--- src/rtl/calc_program_loader_pkg.sv ---
// calc_program_loader_pkg: shared calculator word format, depth, opcodes and loader state encoding
package calc_program_loader_pkg;

    localparam int OP_W       = 2;
    localparam int OPND_W     = 8;
    localparam int DIN_W      = OP_W + 2 * OPND_W;
    localparam int CALC_DEPTH = 16;

    localparam logic [OP_W-1:0] OP_ADD = 2'd0;
    localparam logic [OP_W-1:0] OP_SUB = 2'd1;
    localparam logic [OP_W-1:0] OP_AND = 2'd2;
    localparam logic [OP_W-1:0] OP_OR  = 2'd3;

    typedef enum logic [1:0] {FILL, PRIME, STREAM, RUN} state_t;

    function automatic logic [DIN_W-1:0] pack_word(
        input logic [OP_W-1:0]   op,
        input logic [OPND_W-1:0] a,
        input logic [OPND_W-1:0] b
    );
        return {op, a, b};
    endfunction

endpackage

--- src/rtl/calc_program_loader.sv ---
// calc_program_loader: buffers a DEPTH-word program from the host, then resets the calculator and streams it onto DIN
//   clk, reset          : single clock, synchronous active-high reset
//   in_valid/in_ready   : host word handshake; word = {in_op, in_a, in_b}
//   calc_reset/calc_din : drive the calculator's reset and instruction input
//   busy, done          : busy in PRIME/STREAM/RUN; done pulses on the last RUN cycle
//   fill_count          : words currently buffered (0..DEPTH)
//   repeat_prog         : only with LOADER_REPEAT_EN; re-streams the buffer instead of refilling
module calc_program_loader
    import calc_program_loader_pkg::*;
#(
    parameter int DEPTH      = CALC_DEPTH,
    parameter int RUN_CYCLES = 18
) (
    input  logic              clk,
    input  logic              reset,
    input  logic              in_valid,
    output logic              in_ready,
    input  logic [OP_W-1:0]   in_op,
    input  logic [OPND_W-1:0] in_a,
    input  logic [OPND_W-1:0] in_b,
    output logic              calc_reset,
    output logic [DIN_W-1:0]  calc_din,
    output logic              busy,
    output logic              done,
    output logic [4:0]        fill_count
`ifdef LOADER_REPEAT_EN
    ,
    input  logic              repeat_prog
`endif
);
    localparam int KW = $clog2(DEPTH);
    localparam int RW = $clog2(RUN_CYCLES);

    state_t           state, state_nx;
    logic [KW-1:0]    k;
    logic [RW-1:0]    rc;
    logic [DIN_W-1:0] buffer [DEPTH];
    logic             full, accept, last_run, rep;

`ifdef LOADER_REPEAT_EN
    assign rep = repeat_prog;
`else
    assign rep = 1'b0;
`endif

    assign full     = fill_count == 5'(DEPTH);
    assign accept   = state == FILL && in_valid && !full;
    assign last_run = rc == RW'(RUN_CYCLES - 1);

    // Outputs decode directly from state flops, so they change only at clock edges.
    always_comb begin
        state_nx   = state;
        in_ready   = 1'b0;
        calc_reset = 1'b0;
        calc_din   = '0;
        busy       = 1'b1;
        done       = 1'b0;
        case (state)
            FILL: begin
                state_nx   = full ? PRIME : FILL;
                in_ready   = !full;
                calc_reset = 1'b1;
                busy       = 1'b0;
            end
            PRIME: begin
                state_nx   = STREAM;
                calc_reset = 1'b1;
                calc_din   = buffer[0];
            end
            STREAM: begin
                state_nx = (k == KW'(DEPTH - 1)) ? RUN : STREAM;
                calc_din = buffer[k];
            end
            RUN: begin
                state_nx = last_run ? (rep ? PRIME : FILL) : RUN;
                done     = last_run;
            end
            default: state_nx = FILL;
        endcase
    end

    always_ff @(posedge clk) begin
        if (reset) begin
            state      <= FILL;
            fill_count <= '0;
            k          <= '0;
            rc         <= '0;
        end else begin
            state <= state_nx;
            k     <= (state == STREAM) ? k + 1'b1 : '0;
            rc    <= (state == RUN) ? rc + 1'b1 : '0;
            if (accept)
                fill_count <= fill_count + 5'd1;
            else if (state == RUN && last_run && !rep)
                fill_count <= '0;
        end
    end

    // Program storage is intentionally not reset; fill_count alone marks validity.
    always_ff @(posedge clk) begin
        if (accept)
            buffer[fill_count[KW-1:0]] <= pack_word(in_op, in_a, in_b);
    end

endmodule

--- config.mk ---
export PLATFORM = sky130hd
export DESIGN_NAME = calc_program_loader
export DESIGN_NICKNAME = d
export VERILOG_FILES = /design/src/rtl/calc_program_loader_pkg.sv /design/src/rtl/calc_program_loader.sv
export SDC_FILE = /design/constraint.sdc
export NUM_CORES = 1
export LEC_CHECK = 0
export CAP_MARGIN = 0
export CORE_MARGIN = 2
export CORE_UTILIZATION = 55
export DETAILED_ROUTE_END_ITERATION = 16
export GPL_TIMING_DRIVEN = 1
export PLACE_DENSITY = 0.78
export RECOVER_POWER = 100
export SETUP_SLACK_MARGIN = 0.5
export SYNTH_ARGS = -nofsm -noshare
export SYNTH_HDL_FRONTEND = slang
export SYNTH_SLANG_ARGS = --single-unit
export TNS_END_PERCENT = 5
--- constraint.sdc ---
create_clock -name clk -period 4 [get_ports clk]
set_clock_uncertainty 0.1 [all_clocks]
set_input_delay 0.8 -clock clk [delete_from_list [all_inputs] [get_ports clk]]
set_output_delay 0.8 -clock clk [all_outputs]
set_load 0.01 [all_outputs]
* Word level (Yosys, flattened, before mapping)
Memory sizes are Yosys's and may differ from the RTL's. A register that Yosys moved wholly into a read port is not among the register bits. Index checks and enable logic that the tools add are counted. Widths: inputs -> output; s select.
Storage, ports and cells: register bits after elaboration 16, memory bits (writable) 288, input bits 21, output and inout port bits 27, word-level logic and storage cells 39, memories 1
Memory list:
- buffer | words 16, bits a word 18, rd ports 2, clocked after Yosys merged registers in 1, wr ports 1, RTL line calc_program_loader.sv:37 | logic [DIN_W-1:0] buffer [DEPTH];
Operators by class: add/subtract/negate cells 3, equal/unequal tests 6, multiplexer cells 14, bitwise gates (word level) 2, reduce and logical (&&, ||, !) cells 9
Operator list (number):
- $pmux 18 s2 | 1
- $add 5x1->5 const B | 2
- $eq 5x5->1 const B | 2
- $mux 5 | 2
- $mux 1 | 8
- $pmux 2 s4 | 1
- $reduce_or 2->1 | 3
- $add 4x1->4 const B | 1
- $eq 2x2->1 const B | 2
- $eq 4x4->1 const B | 1
- $mux 4 | 1
- $logic_and 1x1->1 | 3
- $eq 2x1->1 const B | 1
- $logic_not 2->1 | 1
- $mux 2 | 1
- $not 1->1 | 2
- $reduce_bool 2->1 | 1
- $logic_not 1->1 | 1

* Logic depth before layout (Yosys ltp)
depth in word-level cells 5, gate-level depth with buffers 7, depth with buffers taken out 6

* Worst setup path before layout
OpenSTA, ideal clock, no wires.
path kind register -> register, from reg fill_count[0], to mem buffer[3][0] (netlist bit) (enable), setup time 416 ps, data arrival time 2614 ps, required time 3484 ps, setup slack 870 ps, cell stages (with the launch flop) 8, path buffers 1, period minus slack after synthesis 3130 ps, path through dfxtp_1 > inv_1 > ha_1 > nand4bb_2 > and3_1 > buf_4 > nand2_1 > nor3_1
On the way: cells in the longest elaborated chain, start to end 5
Ends and longest elaborated chain:
- start: declaration | RTL line calc_program_loader.sv:25 | output logic [4:0] fill_count
- start signal: assignment | RTL line calc_program_loader.sv:93 | fill_count <= fill_count + 5'd1;
- $eq 5x5->1 | RTL line calc_program_loader.sv:46 | assign full = fill_count == 5'(DEPTH);
- $logic_not 1->1 | RTL line calc_program_loader.sv:47 | assign accept = state == FILL && in_valid && !full;
- $logic_and 1x1->1 | RTL line calc_program_loader.sv:47
- $mux 1 | RTL line calc_program_loader.sv:101 | if (accept)
- $mux 1 (not written as such) | RTL line calc_program_loader.sv:102 | buffer[fill_count[KW-1:0]] <= pack_word(in_op, in_a, in_b);
- end: declaration | RTL line calc_program_loader.sv:37
Parallel ways exist; a longest one is shown, timed or not.

==> summary.txt <==
Outcome
  • Status: finished, final reports clean

Route
  • DR vias/cell: 6.20
  • Starting DRC count in detailed routing: 681
  • DRT Pass-1 Iters: 5
  • Detailed-route DRC error count: 0
  • Drt wl/cell: 25.5 um
  • Vias: 6288
  • Total Routed Length: 25800 um
  • DRT antenna net count: 0

Synthesis
  • Largest family of logic cells by synthesized area: multiplexers
  • Post-Syn Area: 12200 sq um
  • Post-synthesis sequential area ratio: 73.8%
  • Mux cell area share after synthesis: 14.3%
  • Post-Synth Simple-Gate Area: 2.40%
  • EDFF count, synth: 288
  • Synth top cells by count: 288 x edfxtp_1, 91 x mux2i_1, 37 x a22oi_1
  • Most used flip-flop cell after synthesis: edfxtp_1
  • Post-synthesis xor/xnor area fraction: 0.360%
  • Cell variety after synth: 36
  • Ys Warns: 0
  • Syn avg cell area: 19.2 sq um
  • Synth area leaders: edfxtp_1 71%, mux2i_1 7.5%, mux4_2 5.7%
  • Largest area contributor in the netlist: edfxtp_1
  • Top-count cell post-synth: edfxtp_1
  • Synth async-reset ratio: 0%
  • Area share of the largest cell type after synthesis: 71.2%
  • Synthesized instance count: 633
  • Adder-cell share of the synthesized area: 1.24%
  • Net Count, Synth: 666
  • Synth Register Bits: 304
  • Synth Area in Compound Gates: 5.17%

Global route
  • Met2 usage: 37.3%
  • Vias in the first global route: 6506
  • GRT Max-Usage Layer: met2
  • Met1 usage: 29.7%
  • First-pass GRT wire length: 39400 um
  • Met3 Use GR: 3.98%
  • GR Util All Layers: 22.2%
  • Overflow after GRT: 0
  • Largest net degree at the start of global routing: 38
  • Initial antenna violation count: 0

Floorplan
  • Initial core utilization: 55.8%
  • Die H: 153 um
  • Core area: 21800 sq um
  • Die Wd: 153 um
  • Num ports: 48
  • DIE AREA: 23300 sq um
  • Cell Rows: 54

CTS
  • Clock latency on the worst-skew pair: 0.53 ns
  • Worst-path clk slew: 0.06 ns
  • Clock Tree Root: clkbuf_16
  • CTS tree: done
  • Inserted Clock Buffers: 28
  • H-tree levels: 1
  • CTS sink cnt: 304
  • Maximum clock path buffer count: 3

Placement
  • Final Wtd Congestion: 0.820
  • Placed Instances: 955
  • Port buffer count: 47
  • DPL Wire Length: 15300 um
  • Setup slack after placement: 0.527 ns

Setup path
  • WP data arrival: 2.82 ns
  • Bufs and invs on worst path: 3
  • Kind of critical path: reg -> out
  • CP Capture Type: output port
  • Worst path cell trace: buf_4 -> buf_16 -> mux4_2 -> mux2i_1 -> o21ai_1 -> dlygate4sd3_1
  • Slowest stage delay, CP: 0.62 ns
  • Crit path required time: 3.10 ns
  • Crit path launch type: flip-flop
  • Max FO, Critical Path: 12
  • Crit-path slowest cell: dlygate4sd3_1
  • Cell family with most CP delay: buffers and inverters

STA
  • Setup violations, final: 0
  • Fin worst setup slack: 0.282 ns
  • RSZ-0062 raised after global routing: yes
  • Tmin final: 3.72 ns
  • Final hold viol count: 0
  • Slew Viols, Final: 0
  • Final setup TNS: 0 ns
  • Period utilization: 93.0%
  • Worst slew pin tran: 1.33 ns
  • Normalized max-slew margin: 11.4%
  • Fmax: 269 MHz

Power
  • Pwr Density: 473 nW/um^2
  • Pwr Total: 6.64 mW
  • Sequential power share: 53.6%
  • Leak: 4.33 nW
  • Switch share: 19.3%
  • Int Power: 5.36 mW
  • Gate power share: 4.4%
  • VDD IR max: 365 uV
  • Clk pwr share: 42.0%
  • Switching component of the power: 1.28 mW

Final layout
  • Nets: 745
  • Area grow syn2layout: 15.5%
  • Non-Filler Instances: 1014
  • Share of cells above drive strength 1: 14.0%
  • Diodes inserted: 0

Job
  • Max Cap Viol: 0

Min path
  • Hold Path Class: reg -> reg
-- final cells by class --
cell class / instances / area [sq um]
clock buffers: 34 / 744
inverters: 8 / 30.0
fillers: 1411 / 7720
well taps: 280 / 350
multi-input cells: 287 / 2880
repair buffers: 83 / 827
clock inverters: 18 / 231
flip-flops and latches: 304 / 8970
-- placed cells by master, fill, tap and decap left out, drive strengths merged, types with 15 or more instances in the layout --
cell type,instances
dfxtp,16
edfxtp,288
clkbuf,53
mux4,36
dlygate4sd3,40
a22oi,37
nor2,26
buf,15
mux2i,91
a32oi,19
o21ai,18
-- worst paths after layout --
path | start | to | slack [ns] | cells past startpoint
max | k[0]$_SDFF_PP0_ | calc_din[8] | 0.28 | 6
min | rc[0]$_SDFF_PP0_ | rc[0]$_SDFF_PP0_ | 0.40 | 1
max reg2reg | fill_count[0]$_SDFFE_PP0P_ | buffer[2][6]$_DFFE_PP_ | 0.47 | 7
min reg2reg | rc[0]$_SDFF_PP0_ | rc[0]$_SDFF_PP0_ | 0.40 | 1
-- per-layer routing --
metal | part of all wire [%] | vias up
li1 | - | 2747
met2 | 51 | 301
met5 | 0 | -
met4 | 3.0 | 0
met3 | 8.0 | 57
met1 | 38 | 3183
-- timing repair --
item | in CTS | in global routing
cloned | 3 | 0
pin swaps | 2 | 1
endpoints found under the setup margin | 18 | 18
hold buffers | 0 | 0
buffers inserted | 3 | 1
resized for setup | 12 | 2
-- sequential cells by signal, indices dropped and copies added, names as in the netlist --
register and cells:
k 4, buffer 288, fill_count 5, rc 5, state 2
-- power by group through the flow --
stage	Combinational (mW)	Sequential, mW	Clock (mW)
after global routing	0.315	3.56	2.92
after detailed placement	0.280	3.63	0
after CTS	0.300	3.56	2.81
after global placement	0.269	3.62	0
final	0.291	3.56	2.79
after floorplan	0.166	3.62	0
-- cell families after synthesis --
kind of cell / after synthesis
multiplexers: 127
flip-flops: 304
AND/OR/NAND/NOR: 57
buffers and inverters: 42
adder cells (fa/ha/maj): 12
AO/OA/AOI/OAI: 86
XOR/XNOR: 5
-- metrics by stage --
step / area [sq um] / hold slack (ns) / util, %
2_1_floorplan: 12200 / 0.333 / -
3_3_place_gp: 13000 / 0.342 / 59.7
3_5_place_dp: 13000 / 0.402 / 59.7
4_1_cts: 14100 / 0.415 / 64.9
5_1_grt: 14000 / 0.437 / 64.5
6_report: 14000 / 0.401 / 64.5
No activity file was read; power rests on OpenSTA's default activity.
